--- src/rtl/mem_arb_pkg.sv ---
// Shared types and defaults for the memory port arbiter.
// State encoding, default widths and requester indices.
package mem_arb_pkg;

   typedef enum logic [1:0] {
      IDLE  = 2'b00,
      ISSUE = 2'b01,
      WAIT  = 2'b10
   } arb_state_t;

   localparam int ARB_NREQ = 2;
   localparam int ARB_AW   = 32;
   localparam int ARB_DW   = 32;
   localparam int ARB_TMO  = 64;

   localparam int REQ_IF   = 0;
   localparam int REQ_LSU  = 1;

endpackage

--- src/rtl/mem_port_arbiter_rr_pick.sv ---
// Combinational round-robin picker: searches ptr+1, ptr+2, ...
// modulo NREQ and returns the first requester found.
module rr_pick #(
   parameter int NREQ = 2,
   parameter int IW   = $clog2(NREQ)
) (
   input  logic [NREQ-1:0] i_req,
   input  logic [IW-1:0]   i_ptr,
   output logic [NREQ-1:0] o_gnt,
   output logic [IW-1:0]   o_idx
);

   logic          w_found;
   logic [IW-1:0] w_j;

   always_comb begin
      o_gnt   = '0;
      o_idx   = '0;
      w_found = 1'b0;
      w_j     = '0;
      for (int k = 1; k <= NREQ; k++) begin
         w_j = IW'((int'(i_ptr) + k) % NREQ);
         if (!w_found && i_req[w_j]) begin
            w_found    = 1'b1;
            o_gnt[w_j] = 1'b1;
            o_idx      = w_j;
         end
      end
   end

endmodule

--- src/rtl/mem_port_arbiter.sv ---
// Round-robin sharing of the single memory port among NREQ requesters.
// Define ARB_TIMEOUT_EN to turn a hung access into an error response.
module mem_port_arbiter
   import mem_arb_pkg::*;
#(
   parameter int NREQ = ARB_NREQ,
   parameter int AW   = ARB_AW,
   parameter int DW   = ARB_DW,
   parameter int TMO  = ARB_TMO
) (
   input  logic              CLK,
   input  logic              RST,
   input  logic [NREQ-1:0]   req_valid,
   input  logic [NREQ-1:0]   req_we,
   input  logic [NREQ*AW-1:0] req_addr,
   input  logic [NREQ*DW-1:0] req_wdata,
   output logic [NREQ-1:0]   req_ready,
   output logic [NREQ-1:0]   rsp_valid,
   output logic [DW-1:0]     rsp_rdata,
   output logic              rsp_err,
   output logic              mem_valid,
   output logic              mem_we,
   output logic [AW-1:0]     mem_addr,
   output logic [DW-1:0]     mem_wdata,
   input  logic              mem_ready,
   input  logic              mem_rvalid,
   input  logic [DW-1:0]     mem_rdata
);

   localparam int IW = $clog2(NREQ);

   if (NREQ < 2 || NREQ > 8 || TMO < 2) begin : g_bad_cfg
      $error("mem_port_arbiter: unsupported parameters");
   end

   arb_state_t      r_state;
   arb_state_t      w_next;
   logic [IW-1:0]   r_ptr;
   logic [IW-1:0]   r_gidx;
   logic [IW-1:0]   w_idx;
   logic [NREQ-1:0] w_gnt;
   logic [NREQ-1:0] r_rsp_valid;
   logic [DW-1:0]   r_rsp_rdata;
   logic            r_we;
   logic [AW-1:0]   r_addr;
   logic [DW-1:0]   r_wdata;
   logic            w_we;
   logic [AW-1:0]   w_addr;
   logic [DW-1:0]   w_wdata;
   logic            w_take;
   logic            w_done;
   logic            w_tmo;

   rr_pick #(
      .NREQ (NREQ)
   ) u_pick (
      .i_req (req_valid),
      .i_ptr (r_ptr),
      .o_gnt (w_gnt),
      .o_idx (w_idx)
   );

   assign w_take = (r_state == IDLE) && (|req_valid);
   assign w_done = (r_state == WAIT) && mem_rvalid;

   always_comb begin
      w_we    = 1'b0;
      w_addr  = '0;
      w_wdata = '0;
      for (int i = 0; i < NREQ; i++) begin
         if (w_idx == IW'(i)) begin
            w_we    = req_we[i];
            w_addr  = req_addr[i*AW +: AW];
            w_wdata = req_wdata[i*DW +: DW];
         end
      end
   end

   always_comb begin
      w_next = r_state;
      unique case (r_state)
         IDLE:    if (w_take) w_next = ISSUE;
         ISSUE: begin
            if (w_tmo)          w_next = IDLE;
            else if (mem_ready) w_next = WAIT;
         end
         WAIT:    if (w_done || w_tmo) w_next = IDLE;
         default: w_next = IDLE;
      endcase
   end

   always_ff @(posedge CLK or posedge RST) begin
      if (RST) r_state <= IDLE;
      else     r_state <= w_next;
   end

   always_ff @(posedge CLK or posedge RST) begin
      if (RST) begin
         r_ptr       <= IW'(NREQ - 1);
         r_gidx      <= '0;
         r_we        <= 1'b0;
         r_addr      <= '0;
         r_wdata     <= '0;
         r_rsp_valid <= '0;
         r_rsp_rdata <= '0;
      end else begin
         r_rsp_valid <= '0;
         if (w_take) begin
            r_gidx  <= w_idx;
            r_ptr   <= w_idx;
            r_we    <= w_we;
            r_addr  <= w_addr;
            r_wdata <= w_wdata;
         end
         if (w_done) begin
            r_rsp_valid <= NREQ'(1) << r_gidx;
            r_rsp_rdata <= r_we ? '0 : mem_rdata;
         end else if (w_tmo) begin
            r_rsp_valid <= NREQ'(1) << r_gidx;
            r_rsp_rdata <= '0;
         end
      end
   end

`ifdef ARB_TIMEOUT_EN
   localparam int CW = $clog2(TMO) + 1;

   logic [CW-1:0] r_cnt;
   logic          r_rsp_err;

   // Counter sits at zero in IDLE, so it starts from zero on ISSUE entry
   always_ff @(posedge CLK or posedge RST) begin
      if (RST)                  r_cnt <= '0;
      else if (r_state == IDLE) r_cnt <= '0;
      else                      r_cnt <= r_cnt + CW'(1);
   end

   assign w_tmo = (r_state != IDLE) && (r_cnt == CW'(TMO - 1)) && !w_done;

   always_ff @(posedge CLK or posedge RST) begin
      if (RST)         r_rsp_err <= 1'b0;
      else if (w_done) r_rsp_err <= 1'b0;
      else if (w_tmo)  r_rsp_err <= 1'b1;
   end

   assign rsp_err = r_rsp_err;
`else
   assign w_tmo   = 1'b0;
   assign rsp_err = 1'b0;
`endif

   assign req_ready = (!RST && r_state == IDLE) ? w_gnt : '0;
   assign rsp_valid = r_rsp_valid;
   assign rsp_rdata = r_rsp_rdata;
   assign mem_valid = (r_state == ISSUE);
   assign mem_we    = r_we;
   assign mem_addr  = r_addr;
   assign mem_wdata = r_wdata;

endmodule

--- config.mk ---
export PLATFORM = sky130hd
export DESIGN_NAME = mem_port_arbiter
export DESIGN_NICKNAME = d
export VERILOG_FILES = /design/src/rtl/mem_arb_pkg.sv /design/src/rtl/mem_port_arbiter_rr_pick.sv /design/src/rtl/mem_port_arbiter.sv
export SDC_FILE = /design/constraint.sdc
export NUM_CORES = 1
export LEC_CHECK = 0
export CORE_MARGIN = 5
export CORE_UTILIZATION = 42
export DETAILED_ROUTE_END_ITERATION = 10
export GPL_TIMING_DRIVEN = 0
export PLACE_DENSITY = 0.93
export SLEW_MARGIN = 5
export SYNTH_ARGS = -nofsm -noshare
export SYNTH_HDL_FRONTEND = slang
export SYNTH_SLANG_ARGS = --single-unit
--- constraint.sdc ---
create_clock -name CLK -period 9.2 [get_ports CLK]
set_input_delay 1.38 -clock CLK [delete_from_list [all_inputs] [get_ports CLK]]
set_output_delay 1.38 -clock CLK [all_outputs]
set_load 0.05 [all_outputs]
==> impl_results.md, run 1 <==
* Worst hold slack at 0.475 ns
* Pwr dens at around 380 nW/µm²
* Required time worst endpoint at 7.82 ns
* Slowest stage delay, CP at ~0.87 ns
* R2R Setup Slk at 7.27 ns
* Critical path arrival at 3.60 ns
* Clk pwr share at 12.2%
* Post-Route Skew at around 0.0073 ns
* Buf+Inv Stages, Crit Path at 4
* All-layer global routing usage at about a fifth
* Vias at about 4,000
* Die width at 118 µm
* Largest net degree at the start of global routing at 65
* Final core utilization at 70.8%
* Htree depth at 3
* Measured slew at the worst slew-check pin at 0.574 ns
* Core area at 11,400 µm²
* IO Port Bufs at 269
* Detail Route Antenna Nets at 0
* Iteration-0 DRC Markers at a little over 80
* Hold-fix buffers at CTS at 0
* Post-layout min period at 4.98 ns
* Worst-path clk slew at 0.07 ns
* Top delay family on crit path: buffers and inverters
* CTS tree: done
* Fin. Hold Viols at 0
* CTS sink count at 103
* Worst r2r path cells at 5
* Crit. Startpoint: req_valid[1]
* Slowest stage cell, crit path: clkdlybuf4s50_1
* Die Area at 13,900 µm²
* Dpl cell area at about 7800 µm²
* CTS Root Cell: clkbuf_16
* DP Wirelength at 12,000 µm
* I/O Pins at about 270
* Post-route clock period utilization at 54.1%
* Syn nets at around 540
* Starting density of the core at 42.8%
* Vias per cell at 4.96
* Switching share of power at between 40% and 50%
* Syn Area/Cell at 13.0 µm²
* Cell Area, Synth at ~4900 µm²
* CP Max Fanout at 10
* Area leader, netlist: dfrtp_1
* RePlAce Congestion at 0.775
* Reg power frac at 26.4%
* Vias in the first global route at 4,374
* Status: complete, no violations
* Crit. End Element: output port
* DRC violations left at 0
* Min-Delay Path Class: flip-flop to flip-flop
* Peak VDD IR at roughly 0.26 mV
* Initial antenna violation count at 0
* Critical path endpoint: req_ready[1]
* Final WL at ~15,000 µm
* R2r endpoint: mem_wdata[0]
* First-pass GRT wire length at 23,200 µm
* Post-synthesis sequential element count at 103
* Clk Latency, worst-skew pair at 0.34 ns
* Post-synth top flop: dfrtp_1
* Comb pwr share at 61.4%
* Seq/Total Area, Yosys at 52.8%
* Setup-failing EPs final at 0
* WL/cell at between 15 and 20 µm
* Max-Cap Viols at 0
* Fin Setup TNS at 0 ns
* Chip height at 118 µm
* Clock tree buffer depth at 2
* Maximum operating frequency at 201 MHz
* P&R area growth vs syn at 65.4%
* Gr ovfl total at 0
* Slew Viols, Final at 0
* Antenna Cells at 0
* Post-CTS resize count at 0
* Std-Cell Rows at 39
* Worst r2r src: r_state[0]
* Share of cells above drive strength 1 at 24.8%
* DR pass1 iterations at 4
* Crit path cell chain: clkdlybuf4s50_1 -> a21bo_2 -> buf_6 -> buf_6 -> nor4_1 -> clkdlybuf4s50_1
* Post-synth EDFFs at 0
* Crit path depth at 6
* Top cells by area, synth: dfrtp_1, mux2_2, mux2_4, nand2b_1, o21ai_0
* Share of the synthesized area in the top cell type at 52.2%
* Syn. warnings at 0
* Total CTS buffers at 9
* Post-synthesis cell count at 376
* Synth top cells by count: dfrtp_1, mux2_2, nand2b_1, o21ai_0, nand2_1
* Async SR Flop Fraction at 100%
* Nets at 825
* Fin area at around 8100 µm²
* Fillers at 799
* Internal power at 1620 µW
* Worst setup SP type: input port
* LEAKAGE at 0.00342 µW
* P_sw at 1440 µW
* Worst Path Class, Setup: input port to output port
* RSZ-0062 raised after global routing: no
* Distinct cells, synth at 23
* Max-slew headroom at 61.6%
* Postcts setup bufs at 0
## cell type report
| cell class | instances | area (µm²) | area share [%] |
|---|---|---|---|
| tap | 143 | 179 | 2.21 |
| buffer | 25 | 140 | 1.73 |
| timing repair buffer | 270 | 2720 | 33.6 |
| sequential | 103 | 2580 | 31.9 |
| multi-input combinational | 244 | 2150 | 26.6 |
| clock buffer | 14 | 284 | 3.51 |
| inverter | 4 | 17.5 | 0.217 |
| clock inverter | 2 | 12.5 | 0.155 |
## state kept, by name, indices dropped and copies added (netlist names)
signal     count
r_ptr          1
mem_wdata     32
r_state        2
mem_we         1
r_gidx         1
rsp_rdata     32
mem_addr      32
rsp_valid      2
## layout by cell type (no fill, tap or decap), types with 3 or more instances in the layout
| cell type | count |
|---|---|
| nor2_1 | 3 |
| nand2_1 | 33 |
| mux2_4 | 28 |
| buf_6 | 4 |
| nand2b_1 | 34 |
| o21ai_0 | 34 |
| clkbuf_16 | 9 |
| mux2_2 | 102 |
| buf_2 | 10 |
| clkbuf_8 | 4 |
| clkbuf_1 | 11 |
| clkdlybuf4s50_1 | 269 |
| dfrtp_1 | 102 |
| inv_1 | 3 |
## logic make-up (layout without fill, tap and decap cells)
family | Yosys count | count (layout) | share of synthesized area [%]
compound gates | 40 | 40 | 4.40
mux | 130 | 130 | 32.1
simple gates | 73 | 73 | 7.50
other cells | 1 | 1 | 0.0767
buf+inv | 29 | 315 | 3.17
flops | 103 | 103 | 52.8
## power groups by stage
stage                     Combinational, µW  Clock [µW]  Sequential [µW]
after global placement                 1850           0              794
after CTS                              1900         379              808
final                                  1870         372              807
after detailed placement               1890           0              814
after floorplan                         475           0             1550
after global routing                   1960         396              835
## how the worst min path moves through the flow
stage | startpoint | endpoint | slack (ns) | cells past startpoint
after floorplan | r_gidx | rsp_valid[0] | 0.43 | 1
after global placement | r_gidx | rsp_valid[0] | 0.45 | 1
after detailed placement | rsp_rdata[9] | rsp_rdata[9] | 0.47 | 2
after CTS | r_gidx | rsp_valid[0] | 0.48 | 1
after global routing | r_gidx | rsp_valid[0] | 0.50 | 1
final | r_gidx | rsp_valid[0] | 0.47 | 1
## per-stage QoR
step / power (µW) / worst slack, ns / cells
after floorplan: 2030 / 3.55 / 376
after global placement: 2650 / 1.83 / 788
after detailed placement: 2710 / 4.22 / 789
after CTS: 3080 / 4.20 / 805
after global routing: 3190 / 4.15 / 805
final: 3050 / 4.22 / 805
## layer usage
metal	global-route usage (%)	vias up	part of all wire (%)
met2	37.7	182	52
met1	22.6	1935	37
met4	6.45	0	1.6
met5	0	-	0
li1	-	1861	-
met3	7.45	17	9.0
Note: power is estimated with default switching activity, not from simulation.
==> run 2, diff against run 1 <==
CORE_UTILIZATION = 35   (was 42)
PLACE_DENSITY = 0.84   (was 0.93)
clock period = 4.4 ns   (was 9.2 ns; I/O delays follow)
==> run 2 against run 1 <==
Net effect:
- setup slack worse by 3.3 ns
- clock-buffer cell count up 1
- sequential share of layout area down 0.19 points
- non-clock buffer count unchanged
- utilization down 12 points
- wire length down 1.1%
- critical path type unchanged
- largest cell class unchanged
==> impl_results.md, run 2 (synthesis gave the netlist of run 1 again) <==
* Status: complete, no violations
* Worst r2r path cells at 5 (unchanged)
* Worst Path Class, Setup: input port to output port
* Core area at 13,800 µm² (+21%)
* Slowest stage cell, crit path: clkdlybuf4s50_1
* Hold path depth at 1 (unchanged)
* PnR worst setup slack at 0.931 ns (-3.29 ns)
* Required time worst endpoint at 3.74 ns (-4.08 ns)
* Clk Latency, worst-skew pair at 0.33 ns (about the same)
* Crit path cell chain: clkdlybuf4s50_1 -> a21bo_2 -> buf_6 -> buf_6 -> nor4_1 -> clkdlybuf4s50_1
* Crit path depth at 6 (unchanged)
* Vias per cell at 4.70 (-5.3%)
* Postcts setup bufs at 0 (unchanged)
* Crit. Startpoint: req_valid[1]
* I/O Pins at 271 (unchanged)
* Max-slew headroom at 62.5% (+0.90 points)
* Pwr dens at 785 nW/µm² (+110%)
* Slowest stage delay, CP at 0.86 ns (about the same)
* RePlAce Congestion at 0.828 (+6.9%)
* Fin. Hold Viols at 0 (unchanged)
* Worst-path clk slew at 0.07 ns (about the same)
* DR pass1 iterations at 5 (+1)
* Crit. End Element: output port
* Worst setup SP type: input port
* Post-layout min period at between 3 and 4 ns
* Max-Cap Viols at 0 (unchanged)
* Detail Route Antenna Nets at 0 (unchanged)
* Clock tree buffer depth at 2 (unchanged)
* Die width at 128 µm (+8.7%)
* Fillers at 1,127 (+41%)
* Critical path arrival at 2.81 ns (-0.79 ns)
* Die Area at 16,400 µm² (+18%)
* Setup-failing EPs final at 0 (unchanged)
* Final Non-Filler Cells at 842 (+4.6%)
* Vias in the first global route at 4,392 (+0.41%)
* Placed Instances at 826 (+4.7%)
* Nets at 825 (unchanged)
* Slew Viols, Final at 0 (unchanged)
* Total power at 6380 µW (+110%)
* Top delay family on crit path: buffers and inverters
* Buf+Inv Stages, Crit Path at 4 (unchanged)
* Largest net degree at the start of global routing at 64 (-1.5%)
* Iteration-0 DRC Markers at 134 (+65%)
* Most frequent cells in the layout: clkdlybuf4s50_1, mux2_2, dfrtp_1
* Worst r2r src: r_ptr
* Std-Cell Rows at 43 (+10%)
* Min-Delay Path Class: flip-flop to flip-flop
* Share of cells above drive strength 1 at 24.3% (-0.45 points)
* Starting density of the core at 35.5% (-7.3 points)
* Htree depth at 3 (unchanged)
* Vias at 3,958 (-0.93%)
* Peak VDD IR at 0.411 mV (+61%)
* IO Port Bufs at 269 (unchanged)
* DRC violations left at 0 (unchanged)
* Total CTS buffers at 9 (unchanged)
* Hold Startpoint: r_gidx
* Antenna Cells at 0 (unchanged)
* Post-route clock period utilization at 78.8%
* P&R area growth vs syn at 66.4%
* First-pass GRT wire length at 22,400 µm (-3.4%)
* Initial antenna violation count at 0 (unchanged)
* CTS tree: done
* Commonest non-fill, non-tap cell in the layout: clkdlybuf4s50_1
* DP Wirelength at 12,000 µm (about the same)
* CTS sink count at 103 (unchanged)
* CP Max Fanout at 10 (unchanged)
* RSZ-0062 raised after global routing: no
* Hold-fix buffers at CTS at 0 (unchanged)
* Post-Route Skew at 0.00490 ns (-0.00245 ns)
* WL/cell at 17.4 µm (-5.5%)
* Chip height at 128 µm (+8.7%)
* Dpl ws at 0.943 ns (-3.28 ns)
* Measured slew at the worst slew-check pin at 0.561 ns (-0.0135 ns)
* CTS Root Cell: clkbuf_16
* All-layer global routing usage at 17.3% (-3.5 points)
* LEAKAGE at 0.00342 µW (about the same)
* Gr ovfl total at 0 (unchanged)
* Post-CTS resize count at 0 (unchanged)
* Maximum operating frequency at 288 MHz
* Final WL at 14,700 µm (-1.1%)
run 2: changes by cell type in the layout (fill, tap and decap cells not counted):
cell	change
clkinv_2	-1
clkinvlp_4	-1
bufinv_16	+1
clkbuf_8	-2
clkbuf_1	+3
run 2: worst paths after layout:
kind                       slack [ns]       endpoint
setup reg to reg                 2.58  mem_wdata[11]
setup / recovery                 0.93   req_ready[1]
hold reg to reg                  0.48   rsp_valid[0]
min in group asynchronous        0.78     r_state[1]
max in group asynchronous        2.93    mem_addr[1]
hold / removal                   0.48   rsp_valid[0]
run 2: per-layer routing:
metal	vias up	track usage, %	routed length, µm
met5	-	0	0
met4	0	6.12	335
met3	27	5.54	1340
met2	186	31.6	7580
met1	1887	18.7	5400
li1	1858	-	-
run 2: final cells by class:
| class | count | area, µm² | share of cell area, % |
|---|---|---|---|
| clock buffer | 15 | 268 | 3.29 |
| multi-input combinational | 244 | 2150 | 26.5 |
| clock inverter | 1 | 30.0 | 0.369 |
| timing repair buffer | 270 | 2720 | 33.4 |
| sequential | 103 | 2580 | 31.7 |
| buffer | 25 | 140 | 1.72 |
| inverter | 4 | 17.5 | 0.215 |
| tap | 180 | 225 | 2.77 |
run 2: stage by stage:
stage | TNS (ns) | area [µm²] | hold slack [ns] | util [%]
6_report | 0 | 8130 | 0.479 | 59.1
5_1_grt | 0 | 8130 | 0.508 | 59.1
4_1_cts | 0 | 8130 | 0.484 | 59.1
3_5_place_dp | 0 | 7840 | 0.470 | 56.9
3_3_place_gp | -44.97 | 7810 | 0.459 | 56.7
2_1_floorplan | 0 | 4890 | 0.426 | -
run 2: where the power goes:
part | leakage [µW] | total [µW] | switching (µW) | internal (µW)
Sequential | 0.00125 | 1680 | 260 | 1420
Combinational | 0.00203 | 3900 | 2380 | 1520
Clock | 0.000144 | 798 | 324 | 474
Total | 0.00342 | 6380 | 2970 | 3410
